[src/rtl/block_xfer_sequencer_pkg.sv]
// Shared widths, state encoding and word stride for the LDM/STM block-transfer sequencer.
package block_xfer_sequencer_pkg;

  localparam int WORD_SIZE   = 32;
  localparam int NUM_REGS    = 16;
  localparam int ADDR_WIDTH  = 4;
  localparam int CNT_WIDTH   = $clog2(NUM_REGS + 1);
  localparam int WORD_STRIDE = 4;

  typedef enum logic [2:0] {
    ST_IDLE,
    ST_XFER,
    ST_DRAIN,
    ST_WB,
    ST_DONE
  } state_t;

endpackage

[src/rtl/block_xfer_sequencer_reg_list_scan.sv]
// Combinational scan of a register mask: lowest set index, any-set flag and popcount.
module block_xfer_sequencer_reg_list_scan
  import block_xfer_sequencer_pkg::*;
(
  input  logic [NUM_REGS-1:0]   mask,
  output logic [ADDR_WIDTH-1:0] low_idx,
  output logic                  found,
  output logic [CNT_WIDTH-1:0]  count
);

  // NOTE: every output gets a default before the loop so no latch is inferred.
  always_comb begin
    low_idx = '0;
    found   = 1'b0;
    count   = '0;
    // Walking from the top down leaves the lowest set index as the final assignment.
    for (int i = NUM_REGS - 1; i >= 0; i--) begin
      if (mask[i]) begin
        low_idx = ADDR_WIDTH'(i);
        found   = 1'b1;
        count   = count + CNT_WIDTH'(1);
      end
    end
  end

endmodule

[src/rtl/block_xfer_sequencer.sv]
// LDM/STM block-transfer sequencer between register file ports and a word memory handshake.
// Optional SEQ_PC_LOAD_EN routes r15 loads to the pc write port instead of rd.
module block_xfer_sequencer
  import block_xfer_sequencer_pkg::*;
(
  input  logic                  clk,
  input  logic                  reset,
  input  logic                  start,
  input  logic                  is_load,
  input  logic                  up,
  input  logic                  pre,
  input  logic                  writeback,
  input  logic [ADDR_WIDTH-1:0] base_reg,
  input  logic [WORD_SIZE-1:0]  base_val,
  input  logic [NUM_REGS-1:0]   reg_list,
  output logic [ADDR_WIDTH-1:0] read_rn,
  input  logic [WORD_SIZE-1:0]  rn_out,
  output logic                  rd_we,
  output logic [ADDR_WIDTH-1:0] write_rd,
  output logic [WORD_SIZE-1:0]  rd_in,
  output logic                  pc_we,
  output logic [WORD_SIZE-1:0]  pc_in,
  output logic                  mem_req,
  output logic                  mem_we,
  output logic [WORD_SIZE-1:0]  mem_addr,
  output logic [WORD_SIZE-1:0]  mem_wdata,
  input  logic                  mem_ack,
  input  logic [WORD_SIZE-1:0]  mem_rdata,
  output logic                  busy,
  output logic                  done
);

  localparam logic [WORD_SIZE-1:0] STRIDE = WORD_SIZE'(WORD_STRIDE);
`ifdef SEQ_PC_LOAD_EN
  localparam logic [ADDR_WIDTH-1:0] PC_IDX = ADDR_WIDTH'(NUM_REGS - 1);
`endif

  state_t                state_q, state_d;
  logic                  is_load_q, writeback_q;
  logic [ADDR_WIDTH-1:0] base_reg_q;
  logic [NUM_REGS-1:0]   list_q, list_orig_q;
  logic [WORD_SIZE-1:0]  addr_q, new_base_q;
  logic                  wr_valid_q;
  logic [ADDR_WIDTH-1:0] wr_idx_q;
  logic [WORD_SIZE-1:0]  wr_data_q;

  logic [NUM_REGS-1:0]   scan_mask, list_next;
  logic [ADDR_WIDTH-1:0] cur_idx;
  logic                  any_set;
  logic [CNT_WIDTH-1:0]  count;
  logic [WORD_SIZE-1:0]  span, start_addr, new_base;
  logic                  xfer_ack, wb_en;

  // In IDLE the scanner sizes the incoming command; otherwise it walks the remaining list.
  assign scan_mask = (state_q == ST_IDLE) ? reg_list : list_q;

  block_xfer_sequencer_reg_list_scan u_reg_list_scan (
    .mask    (scan_mask),
    .low_idx (cur_idx),
    .found   (any_set),
    .count   (count)
  );

  assign span      = WORD_SIZE'(count) * STRIDE;
  assign new_base  = up ? (base_val + span) : (base_val - span);
  assign xfer_ack  = (state_q == ST_XFER) && mem_ack;
  assign list_next = list_q & (list_q - NUM_REGS'(1));
  // A loaded base register wins over the writeback value.
  assign wb_en     = writeback_q && !(is_load_q && list_orig_q[base_reg_q]);

  always_comb begin
    case ({up, pre})
      2'b10:   start_addr = base_val;
      2'b11:   start_addr = base_val + STRIDE;
      2'b00:   start_addr = base_val - span + STRIDE;
      default: start_addr = base_val - span;
    endcase
  end

  // NOTE: state and datapath registers use non-blocking assignments only.
  always_ff @(posedge clk or posedge reset) begin
    if (reset) state_q <= ST_IDLE;
    else       state_q <= state_d;
  end

  always_comb begin
    state_d = state_q;
    case (state_q)
      ST_IDLE:  if (start) state_d = any_set ? ST_XFER : ST_DONE;
      ST_XFER:  if (mem_ack && (list_next == '0)) state_d = ST_DRAIN;
      ST_DRAIN: state_d = ST_WB;
      ST_WB:    state_d = ST_DONE;
      ST_DONE:  state_d = ST_IDLE;
      default:  state_d = ST_IDLE;
    endcase
  end

  always_ff @(posedge clk or posedge reset) begin
    if (reset) begin
      is_load_q   <= 1'b0;
      writeback_q <= 1'b0;
      base_reg_q  <= '0;
      list_q      <= '0;
      list_orig_q <= '0;
      addr_q      <= '0;
      new_base_q  <= '0;
      wr_valid_q  <= 1'b0;
      wr_idx_q    <= '0;
      wr_data_q   <= '0;
    end else begin
      if ((state_q == ST_IDLE) && start) begin
        is_load_q   <= is_load;
        writeback_q <= writeback;
        base_reg_q  <= base_reg;
        list_q      <= reg_list;
        list_orig_q <= reg_list;
        addr_q      <= start_addr;
        new_base_q  <= new_base;
      end
      if (xfer_ack) begin
        list_q    <= list_next;
        addr_q    <= addr_q + STRIDE;
        wr_idx_q  <= cur_idx;
        wr_data_q <= mem_rdata;
      end
      // Load data is written back the cycle after its ack, so the last one lands in DRAIN.
      wr_valid_q <= xfer_ack && is_load_q;
    end
  end

  always_comb begin
    read_rn   = '0;
    rd_we     = 1'b0;
    write_rd  = '0;
    rd_in     = '0;
    pc_we     = 1'b0;
    pc_in     = '0;
    mem_req   = 1'b0;
    mem_we    = 1'b0;
    mem_addr  = '0;
    mem_wdata = '0;
    busy      = (state_q != ST_IDLE);
    done      = (state_q == ST_DONE);

    if (state_q == ST_XFER) begin
      mem_req  = 1'b1;
      mem_we   = !is_load_q;
      mem_addr = addr_q;
      if (!is_load_q) begin
        read_rn   = cur_idx;
        mem_wdata = rn_out;
      end
    end

    if (wr_valid_q) begin
`ifdef SEQ_PC_LOAD_EN
      if (wr_idx_q == PC_IDX) begin
        pc_we = 1'b1;
        pc_in = wr_data_q;
      end else begin
        rd_we    = 1'b1;
        write_rd = wr_idx_q;
        rd_in    = wr_data_q;
      end
`else
      rd_we    = 1'b1;
      write_rd = wr_idx_q;
      rd_in    = wr_data_q;
`endif
    end

    if ((state_q == ST_WB) && wb_en) begin
      rd_we    = 1'b1;
      write_rd = base_reg_q;
      rd_in    = new_base_q;
    end
  end

endmodule

[config.mk]
export PLATFORM = sky130hd
export DESIGN_NAME = block_xfer_sequencer
export DESIGN_NICKNAME = d
export VERILOG_FILES = /design/src/rtl/block_xfer_sequencer_pkg.sv /design/src/rtl/block_xfer_sequencer_reg_list_scan.sv /design/src/rtl/block_xfer_sequencer.sv
export SDC_FILE = /design/constraint.sdc
export NUM_CORES = 1
export LEC_CHECK = 0
export CAP_MARGIN = 20
export CELL_PAD_IN_SITES_DETAIL_PLACEMENT = 1
export CELL_PAD_IN_SITES_GLOBAL_PLACEMENT = 2
export CORE_MARGIN = 10
export CORE_UTILIZATION = 30
export DETAILED_ROUTE_END_ITERATION = 8
export HOLD_SLACK_MARGIN = 0.12
export PLACE_DENSITY_LB_ADDON = 0.1
export SKIP_CTS_REPAIR_TIMING = 1
export SYNTH_ARGS = -nofsm -noshare
export SYNTH_HDL_FRONTEND = slang
export SYNTH_HIERARCHICAL = 1
export SYNTH_SLANG_ARGS = --single-unit
export TNS_END_PERCENT = 10
[constraint.sdc]
create_clock -name clk -period 19.71 [get_ports clk]
set_input_delay 1.971 -clock clk [delete_from_list [all_inputs] [get_ports clk]]
set_output_delay 1.971 -clock clk [all_outputs]
set_load 0.1 [all_outputs]
Word-level counts from Yosys, hierarchy flattened
Index checks and enable logic that the tools add are counted.
- div/mod/pow operators: 0
- $lt $le $gt $ge: 1
- equality and inequality tests: 8
- multiplexer cells: 74
- reduce and logical (&&, ||, !) cells: 15
- add/sub/neg operators: 21
- bitwise operators: 1
- shifts and indexed selects: 0
- multipliers: 0
- operator list (kind ; number):
    32-bit two-way mux ; 8
    32-bit by 3-bit adder with 32-bit output (second input constant) ; 3
    32-bit one-hot mux with 3 select lines ; 1
    4-bit two-way mux ; 20
    5-bit two-way mux ; 15
    5-bit by 1-bit adder with 5-bit output (second input constant) ; 14
    16-bit two-way mux ; 3
    32-bit by 7-bit adder with 32-bit output ; 1
    32-bit by 7-bit subtractor with 32-bit output ; 1
    1-bit two-way mux ; 22
    16-bit AND ; 1
    16-bit zero test ; 1
    16-bit by 1-bit subtractor with 16-bit output (second input constant) ; 1
    3-bit one-hot mux with 4 select lines ; 1
    3-bit two-way mux ; 3
    1-bit logical AND ; 7
    3-bit by 2-bit equality test with 1-bit output (second input constant) ; 2
    4-bit by 5-bit less-than comparator with 1-bit output (second input constant) ; 1
    1-bit binary-select mux with 4-bit select ; 1
    2-bit equality test (second input constant) ; 2
    2-bit != test (second input constant) ; 2
    3-bit by 1-bit equality test with 1-bit output (second input constant) ; 1
    3-bit equality test (second input constant) ; 1
    3-bit zero test ; 1
    6 further kinds ; 7
- memory bits (writable): 0
- input bits: 124
- bits in read-only memories: 0
- latch bits: 0
- output and inout bits: 142
- bits in registers: 142
- memories kept: 0

Logic depth before layout (Yosys ltp)
Gate-level depths: netlist of the first run.
- depth after elaboration: 38
- gate-level depth with buffers: 67
- mapped depth without buffers: 60

By module
Netlist of the first run, hierarchy kept.
- by module, submodules not included (module ; area an instance (um2) ; cells each ; sequential area each (um2) ; times used):
    block_xfer_sequencer ; 11289.6 ; 1501 ; 3553.4 ; 1
    block_xfer_sequencer_reg_list_scan ; 2011.9 ; 285 ; 0.0 ; 1

Worst setup path after synthesis of the first run
Ideal clock, no wire load.
- path kind: input to register
- start: in reg_list[14]
- end: reg addr_q[30]
- path buffers: 3
- data arrival time: 12.365 ns
- slack: 7.271 ns
- stages on the path: 56
- path through: mux2_2 inv_1 ha_1 xor2_1 xnor2_1 nand2_1 o21ai_0 inv_1 ha_1 or2_2 a21oi_1 a211o_1 inv_1 ha_1 xnor2_1 and3_1 a221o_1 inv_1 [... 20 more ...] o2111a_1 a41o_1 mux2i_1 xnor2_1 inv_1 ha_1 buf_2 inv_1 a2111oi_4 buf_6 or4b_1 a222oi_1 nand4_1 or4b_1 buf_6 o31a_1 or4_4 o21ai_2
- longest elaborated chain between the ends: 35
- RTL lines (what ; RTL line ; RTL):
    start: declaration ; block_xfer_sequencer.sv:15 ; input logic [NUM_REGS-1:0] reg_list,
    16-bit two-way mux * ; block_xfer_sequencer.sv:55 ; assign scan_mask = (state_q == ST_IDLE) ? reg_list : list_q;
    5-bit two-way mux * ; block_xfer_sequencer_reg_list_scan.sv:18 ; if (mask[i]) begin
    5-bit by 1-bit adder with 5-bit output ; block_xfer_sequencer_reg_list_scan.sv:21 ; count = count + CNT_WIDTH'(1);
    5-bit two-way mux * ; block_xfer_sequencer_reg_list_scan.sv:18 ;
    5-bit by 1-bit adder with 5-bit output ; block_xfer_sequencer_reg_list_scan.sv:21 ;
    5-bit two-way mux * ; block_xfer_sequencer_reg_list_scan.sv:18 ;
    5-bit by 1-bit adder with 5-bit output ; block_xfer_sequencer_reg_list_scan.sv:21 ;
    5-bit two-way mux * ; block_xfer_sequencer_reg_list_scan.sv:18 ;
    [... 20 more ...] ; -- ;
    5-bit by 1-bit adder with 5-bit output ; block_xfer_sequencer_reg_list_scan.sv:21 ;
    5-bit two-way mux * ; block_xfer_sequencer_reg_list_scan.sv:18 ;
    named net count[4] ; block_xfer_sequencer.sv:50 ; logic [CNT_WIDTH-1:0] count;
    32-bit by 7-bit subtractor with 32-bit output * ; block_xfer_sequencer.sv:75, block_xfer_sequencer.sv:76 ;
    32-bit by 3-bit adder with 32-bit output ; block_xfer_sequencer.sv:75 ; 2'b00: start_addr = base_val - span + STRIDE;
    32-bit one-hot mux with 3 select lines * ; block_xfer_sequencer.sv:72 ; case ({up, pre})
    32-bit two-way mux * ; block_xfer_sequencer.sv:111 ; if ((state_q == ST_IDLE) && start) begin
    32-bit two-way mux * ; block_xfer_sequencer.sv:120 ; if (xfer_ack) begin
    end signal: assignment ; block_xfer_sequencer.sv:117 ; addr_q <= start_addr;
    end signal: assignment ; block_xfer_sequencer.sv:122 ; addr_q <= addr_q + STRIDE;
    end: declaration ; block_xfer_sequencer.sv:42 ; logic [WORD_SIZE-1:0] addr_q, new_base_q;
The timed path passes the listed nets; every way through them passes the cells marked *. The select of a mux whose other input is x is not followed.
A chain may end at the register's enable or synchronous reset.

Worst setup path in the final report of the first run
- start: in reg_list[14]
- end: reg addr_q[30]
- longest elaborated chain between the ends: 35
- RTL lines (what ; RTL line ; RTL):
    16-bit two-way mux * ; block_xfer_sequencer.sv:55 ;
    named net scan_mask[14] ; block_xfer_sequencer.sv:47 ; logic [NUM_REGS-1:0] scan_mask, list_next;
    5-bit two-way mux * ; block_xfer_sequencer_reg_list_scan.sv:18 ;
    5-bit by 1-bit adder with 5-bit output ; block_xfer_sequencer_reg_list_scan.sv:21 ;
    5-bit two-way mux * ; block_xfer_sequencer_reg_list_scan.sv:18 ;
    5-bit by 1-bit adder with 5-bit output ; block_xfer_sequencer_reg_list_scan.sv:21 ;
    5-bit two-way mux * ; block_xfer_sequencer_reg_list_scan.sv:18 ;
    5-bit by 1-bit adder with 5-bit output ; block_xfer_sequencer_reg_list_scan.sv:21 ;
    [... 21 more ...] ; -- ;
    5-bit by 1-bit adder with 5-bit output ; block_xfer_sequencer_reg_list_scan.sv:21 ;
    5-bit two-way mux * ; block_xfer_sequencer_reg_list_scan.sv:18 ;
    named net count[4] ; block_xfer_sequencer.sv:50 ;
    32-bit by 7-bit subtractor with 32-bit output * ; block_xfer_sequencer.sv:75, block_xfer_sequencer.sv:76 ;
    32-bit by 3-bit adder with 32-bit output ; block_xfer_sequencer.sv:75 ;
    32-bit one-hot mux with 3 select lines * ; block_xfer_sequencer.sv:72 ;
    32-bit two-way mux * ; block_xfer_sequencer.sv:111 ;
    32-bit two-way mux * ; block_xfer_sequencer.sv:120 ;
Marks and branches as above.

==> qor.txt, run 1 <==
CTS tree -> yes
largest net degree at the start of global routing -> 85
crit path from -> reg_list[14]
core area -> 0.0440 mm^2
crit share post-route -> 71.1%
clock skew -> 0.0119 ns
Max Freq -> 71.3 MHz
antenna viol nets, final -> 0
EDFF count, synth -> 0
Final GP Congestion -> 0.853
initial core utilization -> 30.2%
post-route cell area -> 0.0165 mm^2
mapped cell area -> 0.0133 mm^2
critical path arrival -> 14.40 ns
mux contribution to synthesized area -> 3.21%
TNS Setup -> 0 ns
CP Max Fanout -> 20
min cycle time layout -> 14.02 ns
RR Startpoint -> state_q[2]
most common cell after layout, fill and taps aside -> nand2_1
final count of pins violating max slew -> 0
complex-gate fraction of the synthesized area -> 18.7%
dominant synthesized flop cell -> dfrtp_1
Port Buffers -> 232
Crit. End Element -> register
clock buffer depth -> 2
clk_lat worst skew -> 0.45 ns
post-synthesis sequential area ratio -> 26.7%
die width -> 231 um
CP dominant cell by count -> ha_1
dpl cells -> 2,510
leading area contributor after synthesis -> dfrtp_1
Slew @ Worst Pin -> 1.07 ns
Residual DRC -> 0
I/O pin count -> 266
HP Class -> reg -> reg
share of layout cells above drive strength 1 -> 6.21%
overall routed net length -> 54.0 mm
synth top area cells -> dfrtp_1 27%, nand2_1 12%, xnor2_1 6.3%, o21ai_0 5.2%, and2_1 3.6%
Mapped Avg Cell Area -> 7.45 um^2
Final Non-Filler Cells -> 2,545
CTS buffer count -> 17
Setup CP Type -> in -> reg
min-delay src -> addr_q[1]
CP Data Required Time -> 20.09 ns
Area growth, synth to finish -> 24.2%
Yosys cell types -> 100
Die Y -> 231 um
main combinational cell family by area after synthesis -> simple AND/OR/NAND/NOR gates
Reg clk slew, reported paths -> 0.06 ns
drt wl/cell -> 21.2 um
cells after synthesis -> 1,786
Synth Register Bits -> 142
Final setup viols -> 0
outcome -> finished, final reports clean
Synth Warn # -> 6
post-synthesis simple-gate area fraction -> 30.5%
Vias/cell -> 5.26
CP startpoint kind -> primary input
placed inst area -> 0.0159 mm^2
clock root buffer -> clkbuf_16
fin worst setup slack -> 5.69 ns
vias in the first global route -> 13.7k
CTS sink cnt -> 142
grt ovf -> 0
nets@finish -> 2,096
Rel. slew slack -> 28.2%
Critical Path Max Stage Delay -> 0.79 ns
Vias -> 13.4k
most frequent cells in the layout -> 407 x nand2_1, 232 x clkdlybuf4s50_1, 142 x dfrtp_1
1st-iter DRT viols -> 698
Synth Area in XOR/XNOR -> 10.1%
Placement Rows -> 77
Max Cap Viol -> 0
# H-tree levels -> 4
die area -> 0.0532 mm^2
Synth async-reset ratio -> 100%
Hold Violations, Final -> 0
Post-Synth Adder-Cell Area -> 3.63%
Crit-path slowest cell -> or4b_1
drt pass-1 iters -> 5
first-pass GRT wire length -> 84.0 mm
GRT Util Overall -> 19.9%
RSZ-0062 raised after global routing -> no
Yosys top cell area share -> 26.7%
HPWL Detailed -> 41.9 mm
worst slack, placed -> 5.25 ns
initial antenna violation count -> 1
## per-stage QoR
step | util, % | hold slack (ns)
after floorplan | - | 0.438
after global placement | 36.2 | 0.450
after detailed placement | 36.2 | 0.459
after CTS | 37.5 | 0.475
after global routing | 37.5 | 0.504
final | 37.5 | 0.475
## Yosys cell counts, types with 33 or more instances
| library cell | count |
|---|---|
| inv_1 | 52 |
| a21oi_1 | 75 |
| xnor2_1 | 95 |
| nor3_1 | 40 |
| o21ai_0 | 139 |
| and2_1 | 77 |
| nand2_1 | 409 |
| nor2_1 | 108 |
| clkbuf_1 | 92 |
| ha_1 | 33 |
| buf_4 | 35 |
| nand3_1 | 45 |
| xor2_1 | 38 |
| dfrtp_1 | 142 |
## worst paths after layout
kind,slack (ns),cells after the start,endpoint
worst min-delay path,0.47,2,addr_q[1]
max in group asynchronous,16.26,3,wr_data_q[17]
worst min register to register,0.47,2,addr_q[1]
worst max register to register,6.50,61,addr_q[30]
min in group asynchronous,2.04,2,base_reg_q[2]
worst max-delay path,5.69,60,addr_q[30]
## cells by family after synthesis
| group | Yosys count |
|---|---|
| flip-flops | 142 |
| AO/OA/AOI/OAI | 384 |
| adder cells (fa/ha/maj) | 38 |
| other | 1 |
| AND/OR/NAND/NOR | 842 |
| buffers and inverters | 204 |
| multiplexers | 34 |
| XOR/XNOR | 141 |
## metal layers
metal	vias to the layer above	share of wire (%)	global-route usage, %
li1	6449	-	-
met1	6651	48	27.7
met2	238	47	32.4
met3	37	3.3	2.43
met4	0	1.5	4.71
met5	-	0	0
## critical path: cells and delay by family
family                     cells  cell delay [ns]
xor gates and xnor gates       8             1.73
muxes                          3             0.60
and+or+nand+nor               14             3.07
AOI/OAI and AO/OA             20             3.21
adders and majority gates      9             2.63
buffers and inverters          6             1.14
## registers in the layout, summed over array words and instances (netlist names)
signal	flops
writeback_q	1
is_load_q	1
state_q	3
list_q	16
wr_data_q	32
wr_valid_q	1
list_orig_q	16
wr_idx_q	4
new_base_q	32
addr_q	32
base_reg_q	4
## cell type report
type	count	area [um^2]
fillers	5403	27500
multi-input cells	1472	8970
flip-flops and latches	142	3550
repair buffers	252	2470
well taps	592	741
clock buffers	17	425
inverters	52	200
clock inverters	15	151
diodes	3	7.51
Power of run 1 is not shown: default switching activity piles up to over one toggle a cycle in this logic, so the estimate is an artifact.
==> run 2, diff against run 1 <==
Settings changed: CORE_UTILIZATION 30 to 27.
Clock period 19.71 ns to 11.86 ns, I/O delays scaled along.
==> qor.txt, run 2 (synthesis gave the netlist of run 1 again) <==
Sequential Area -> 0.00355 mm^2 (unchanged)
vias in the first global route -> 14.4k (was 13.7k)
Area growth, synth to finish -> 37.6% (was 24.2%)
die width -> 242 um (was 231 um)
core area -> 0.0488 mm^2 (was 0.0440 mm^2)
initial antenna violation count -> 2 (was 1)
CP startpoint kind -> primary input (unchanged)
worst hold slack -> 0.469 ns (was 0.475 ns)
most common cell after layout, fill and taps aside -> nand2_1 (unchanged)
Hold Violations, Final -> 0 (unchanged)
Largest regs -> addr_q: 32 flops, new_base_q: 32 flops, wr_data_q: 32 flops (unchanged)
HPWL Detailed -> 44.5 mm (was 41.9 mm)
post-route cell area -> 0.0183 mm^2 (was 0.0165 mm^2)
final core utilization -> 37.5% (about the same)
Final setup viols -> 0 (unchanged)
placed inst area -> 0.0171 mm^2 (was 0.0159 mm^2)
TNS Setup -> 0 ns (unchanged)
GRT Util Overall -> 19.1% (was 19.9%)
Reg clk slew, reported paths -> 0.07 ns (was 0.06 ns)
Final GP Congestion -> 0.889 (was 0.853)
CTS buffer count -> 17 (unchanged)
GRT busiest layer -> met2 (unchanged)
antenna viol nets, final -> 0 (unchanged)
Max Freq -> 87.1 MHz
fillers -> 5,993 (was 5,403)
Multi-input gate area -> 0.00933 mm^2 (was 0.00897 mm^2)
Vias/cell -> 5.05 (was 5.26)
Setup CP Type -> in -> reg (unchanged)
crit share post-route -> 96.8%
largest net degree at the start of global routing -> 74 (was 85)
Rel. slew slack -> 28.1% (was 28.2%)
die area -> 0.0585 mm^2 (was 0.0532 mm^2)
CTS tree -> yes (unchanged)
drt wl/cell -> 20.9 um (was 21.2 um)
Placement Rows -> 81 (was 77)
clock buffer depth -> 2 (unchanged)
routing usage on met1 -> 26.5% (was 27.7%)
Antenna Cells -> 0 (was 3)
Residual DRC -> 0 (unchanged)
clock root buffer -> clkbuf_16 (unchanged)
initial core utilization -> 27.2% (was 30.2%)
Slew @ Worst Pin -> 1.08 ns (was 1.07 ns)
RSZ-0062 raised after global routing -> yes (was no)
CP Data Required Time -> 12.25 ns (was 20.09 ns)
grt ovf -> 0 (unchanged)
drt pass-1 iters -> 4 (was 5)
most frequent cells in the layout -> 405 x nand2_1, 229 x clkdlybuf4s50_1, 175 x buf_4 (was 407 x nand2_1, 232 x clkdlybuf4s50_1, 142 x dfrtp_1)
# H-tree levels -> 4 (unchanged)
first-pass GRT wire length -> 88.5 mm (was 84.0 mm)
CTS sink cnt -> 142 (unchanged)
clk_lat worst skew -> 0.46 ns (was 0.45 ns)
clock skew -> 0.00636 ns (was 0.0119 ns)
GR Util met2 -> 31.0% (was 32.4%)
I/O pin count -> 266 (unchanged)
CP Max Fanout -> 8 (was 20)
Port Buffers -> 232 (unchanged)
overall routed net length -> 58.1 mm (was 54.0 mm)
Critical Path Max Stage Delay -> 0.60 ns (was 0.79 ns)
final count of pins violating max slew -> 0 (unchanged)
1st-iter DRT viols -> 781 (was 698)
Die Y -> 242 um (was 231 um)
Crit-path slowest cell -> or4b_4 (was or4b_1)
critical path arrival -> 11.87 ns (was 14.40 ns)
outcome -> finished, final reports clean (unchanged)
HP Class -> reg -> reg (unchanged)
Crit. End Element -> register (unchanged)
nets@finish -> 2,260 (was 2,096)
GR Util met3 -> 2.76% (was 2.43%)
share of layout cells above drive strength 1 -> 16.2% (was 6.21%)
Vias -> 14.0k (was 13.4k)
Max Cap Viol -> 0 (unchanged)
min cycle time layout -> 11.48 ns
run 2: changes by cell type in the layout (fill, tap and decap cells not counted), sizes merged:
cell	previous run	this run
buf	20	182
bufinv	1	2
dlymetal6s2s	0	1
inv	60	57
clkdlybuf4s50	232	229
clkinv	1	4
diode	3	0
clkbuf	17	23
clkinvlp	5	2
run 2: path summary, 6_finish.rpt:
check                      cells past startpoint    startpoint            end  slack [ns]
max                                           61  reg_list[15]     addr_q[30]        0.38
min in group asynchronous                      2         reset    wr_idx_q[3]        1.20
max in group asynchronous                      4         reset  base_reg_q[0]        9.58
min reg2reg                                    2     addr_q[1]      addr_q[1]        0.47
max reg2reg                                   62    state_q[1]     addr_q[30]        0.40
min                                            2     addr_q[1]      addr_q[1]        0.47
run 2: routing by layer:
layer	wire length (um)	part of all wire, %
met4	586	1.0
met2	27200	47
met3	2040	3.5
met5	0	0
met1	28300	49
run 2: through the flow:
step                instances  worst slack, ns
detailed placement       2724           -0.818
finish                   2778            0.384
CTS                      2756           -0.396
global placement         2724           -0.397
global route             2778           -0.300
floorplan                1818           0.0247
run 2: critical path, delay by kind of cell:
kind                       cells  cell delay (ns)
adders and majority gates      9             2.35
and+or+nand+nor               15             2.43
AOI/OAI and AO/OA             19             2.95
buffers and inverters          6             0.60
muxes                          4             0.89
xor gates and xnor gates       8             1.42
run 2: area by class of cell:
cell class / instances / share of cell area (%)
inverter: 52 / 1.13
multi-input combinational: 1472 / 51.0
tap: 664 / 4.54
sequential: 142 / 19.4
timing repair buffer: 416 / 20.7
clock buffer: 19 / 2.42
clock inverter: 13 / 0.848
Power of run 2 is left out for the same reason.
==> run 3, diff against run 2 <==
Settings changed: CORE_MARGIN 10 to 1.
==> qor.txt, run 3 (synthesis gave the netlist of run 1 again) <==
outcome -> finished, final reports clean (unchanged)
Critical Path Max Stage Delay -> 0.50 ns (was 0.60 ns)
CP Data Required Time -> 12.25 ns (about the same)
share of layout cells above drive strength 1 -> 14.9% (was 16.2%)
worst slack, placed -> -0.768 ns (was -0.818 ns)
min cycle time layout -> 11.42 ns (was 11.48 ns)
drt pass-1 iters -> 5 (was 4)
Crit-path slowest cell -> or4b_4 (unchanged)
grt ovf -> 0 (unchanged)
CP startpoint kind -> primary input (unchanged)
Area growth, synth to finish -> 36.0% (was 37.6%)
Largest regs -> addr_q: 32 flops, new_base_q: 32 flops, wr_data_q: 32 flops (unchanged)
drt wl/cell -> 19.9 um (was 20.9 um)
first-pass GRT wire length -> 84.6 mm (was 88.5 mm)
initial core utilization -> 27.6% (was 27.2%)
most common cell after layout, fill and taps aside -> nand2_1 (unchanged)
GRT Util Overall -> 21.9% (was 19.1%)
Die Y -> 224 um (was 242 um)
crit share post-route -> 96.3% (was 96.8%)
antenna viol nets, final -> 0 (unchanged)
CTS tree -> yes (unchanged)
initial antenna violation count -> 0 (was 2)
Max Freq -> 87.6 MHz (was 87.1 MHz)
HP Class -> reg -> reg (unchanged)
Final setup viols -> 0 (unchanged)
Vias -> 13.9k (was 14.0k)
Max Cap Viol -> 0 (unchanged)
overall routed net length -> 55.1 mm (was 58.1 mm)
largest net degree at the start of global routing -> 75 (was 74)
die width -> 224 um (was 242 um)
# H-tree levels -> 4 (unchanged)
critical path arrival -> 11.81 ns (was 11.87 ns)
HPWL Detailed -> 42.6 mm (was 44.5 mm)
clock skew -> 0.0132 ns (was 0.00636 ns)
final count of pins violating max slew -> 0 (unchanged)
vias in the first global route -> 14.2k (was 14.4k)
CTS sink cnt -> 142 (unchanged)
dpl cells -> 2,720 (was 2,724)
clock buffer depth -> 2 (unchanged)
CP dominant cell by count -> ha_1
post-route cell area -> 0.0181 mm^2 (was 0.0183 mm^2)
most frequent cells in the layout -> 404 x nand2_1, 229 x clkdlybuf4s50_1, 178 x buf_4 (was 405 x nand2_1, 229 x clkdlybuf4s50_1, 175 x buf_4)
clk_lat worst skew -> 0.47 ns (was 0.46 ns)
die area -> 0.0502 mm^2 (was 0.0585 mm^2)
Reg clk slew, reported paths -> 0.06 ns (was 0.07 ns)
Rel. slew slack -> 25.3% (was 28.1%)
Port Buffers -> 232 (unchanged)
Vias/cell -> 5.01 (was 5.05)
Final GP Congestion -> 0.858 (was 0.889)
Final Non-Filler Cells -> 2,767 (was 2,778)
Placement Rows -> 80 (was 81)
Residual DRC -> 0 (unchanged)
fin worst setup slack -> 0.440 ns (was 0.384 ns)
I/O pin count -> 266 (unchanged)
CP Max Fanout -> 8 (unchanged)
Slew @ Worst Pin -> 1.12 ns (was 1.08 ns)
clock root buffer -> clkbuf_16 (unchanged)
1st-iter DRT viols -> 821 (was 781)
CTS buffer count -> 17 (unchanged)
Setup CP Type -> in -> reg (unchanged)
nets@finish -> 2,255 (was 2,260)
Crit. End Element -> register (unchanged)
Hold Violations, Final -> 0 (unchanged)
placed inst area -> 0.0171 mm^2 (about the same)
fillers -> 5,785 (was 5,993)
core area -> 0.0481 mm^2 (was 0.0488 mm^2)
worst hold slack -> 0.472 ns (was 0.469 ns)
run 3: per-stage QoR:
stage | setup TNS (ns) | util [%]
floorplan | 0 | -
global placement | -4.20 | 35.6
detailed placement | -9.15 | 35.6
CTS | -1.82 | 36.8
global route | -0.271 | 37.6
finish | 0 | 37.6
run 3: final cells by class:
cell class              instances  area, um^2  area share [%]
clock inverters                14         181            1.00
well taps                     656         821            4.54
clock buffers                  18         429            2.37
repair buffers                411        3690            20.4
multi-input cells            1472        9210            50.9
flip-flops and latches        142        3550            19.6
diodes                          2        5.00          0.0277
inverters                      52         205            1.13
run 3: final timing paths:
kind | startpoint | endpoint | slack (ns) | cells after the start
worst min register to register | addr_q[1] | addr_q[1] | 0.47 | 2
worst max register to register | state_q[2] | addr_q[30] | 0.50 | 64
max in group asynchronous | reset | base_reg_q[0] | 9.48 | 4
min in group asynchronous | reset | wr_idx_q[3] | 1.19 | 2
worst max-delay path | reg_list[14] | addr_q[30] | 0.44 | 63
worst min-delay path | addr_q[1] | addr_q[1] | 0.47 | 2
run 3: critical path, delay by kind of cell:
kind,cells,cell delay (ns)
fa+ha+maj,9,2.27
compound gates,20,2.95
mux,4,0.85
xor+xnor,8,1.52
buf+inv,8,0.99
simple gates,14,2.01
run 3: routing by layer:
| layer | global-route usage, % | vias to the layer above | wire (um) |
|---|---|---|---|
| met3 | 2.30 | 47 | 1190 |
| li1 | - | 6760 | - |
| met4 | 5.81 | 0 | 1000 |
| met1 | 31.2 | 6857 | 27700 |
| met5 | 0 | - | 0 |
| met2 | 34.8 | 188 | 25300 |
Power of run 3 is left out for the same reason.
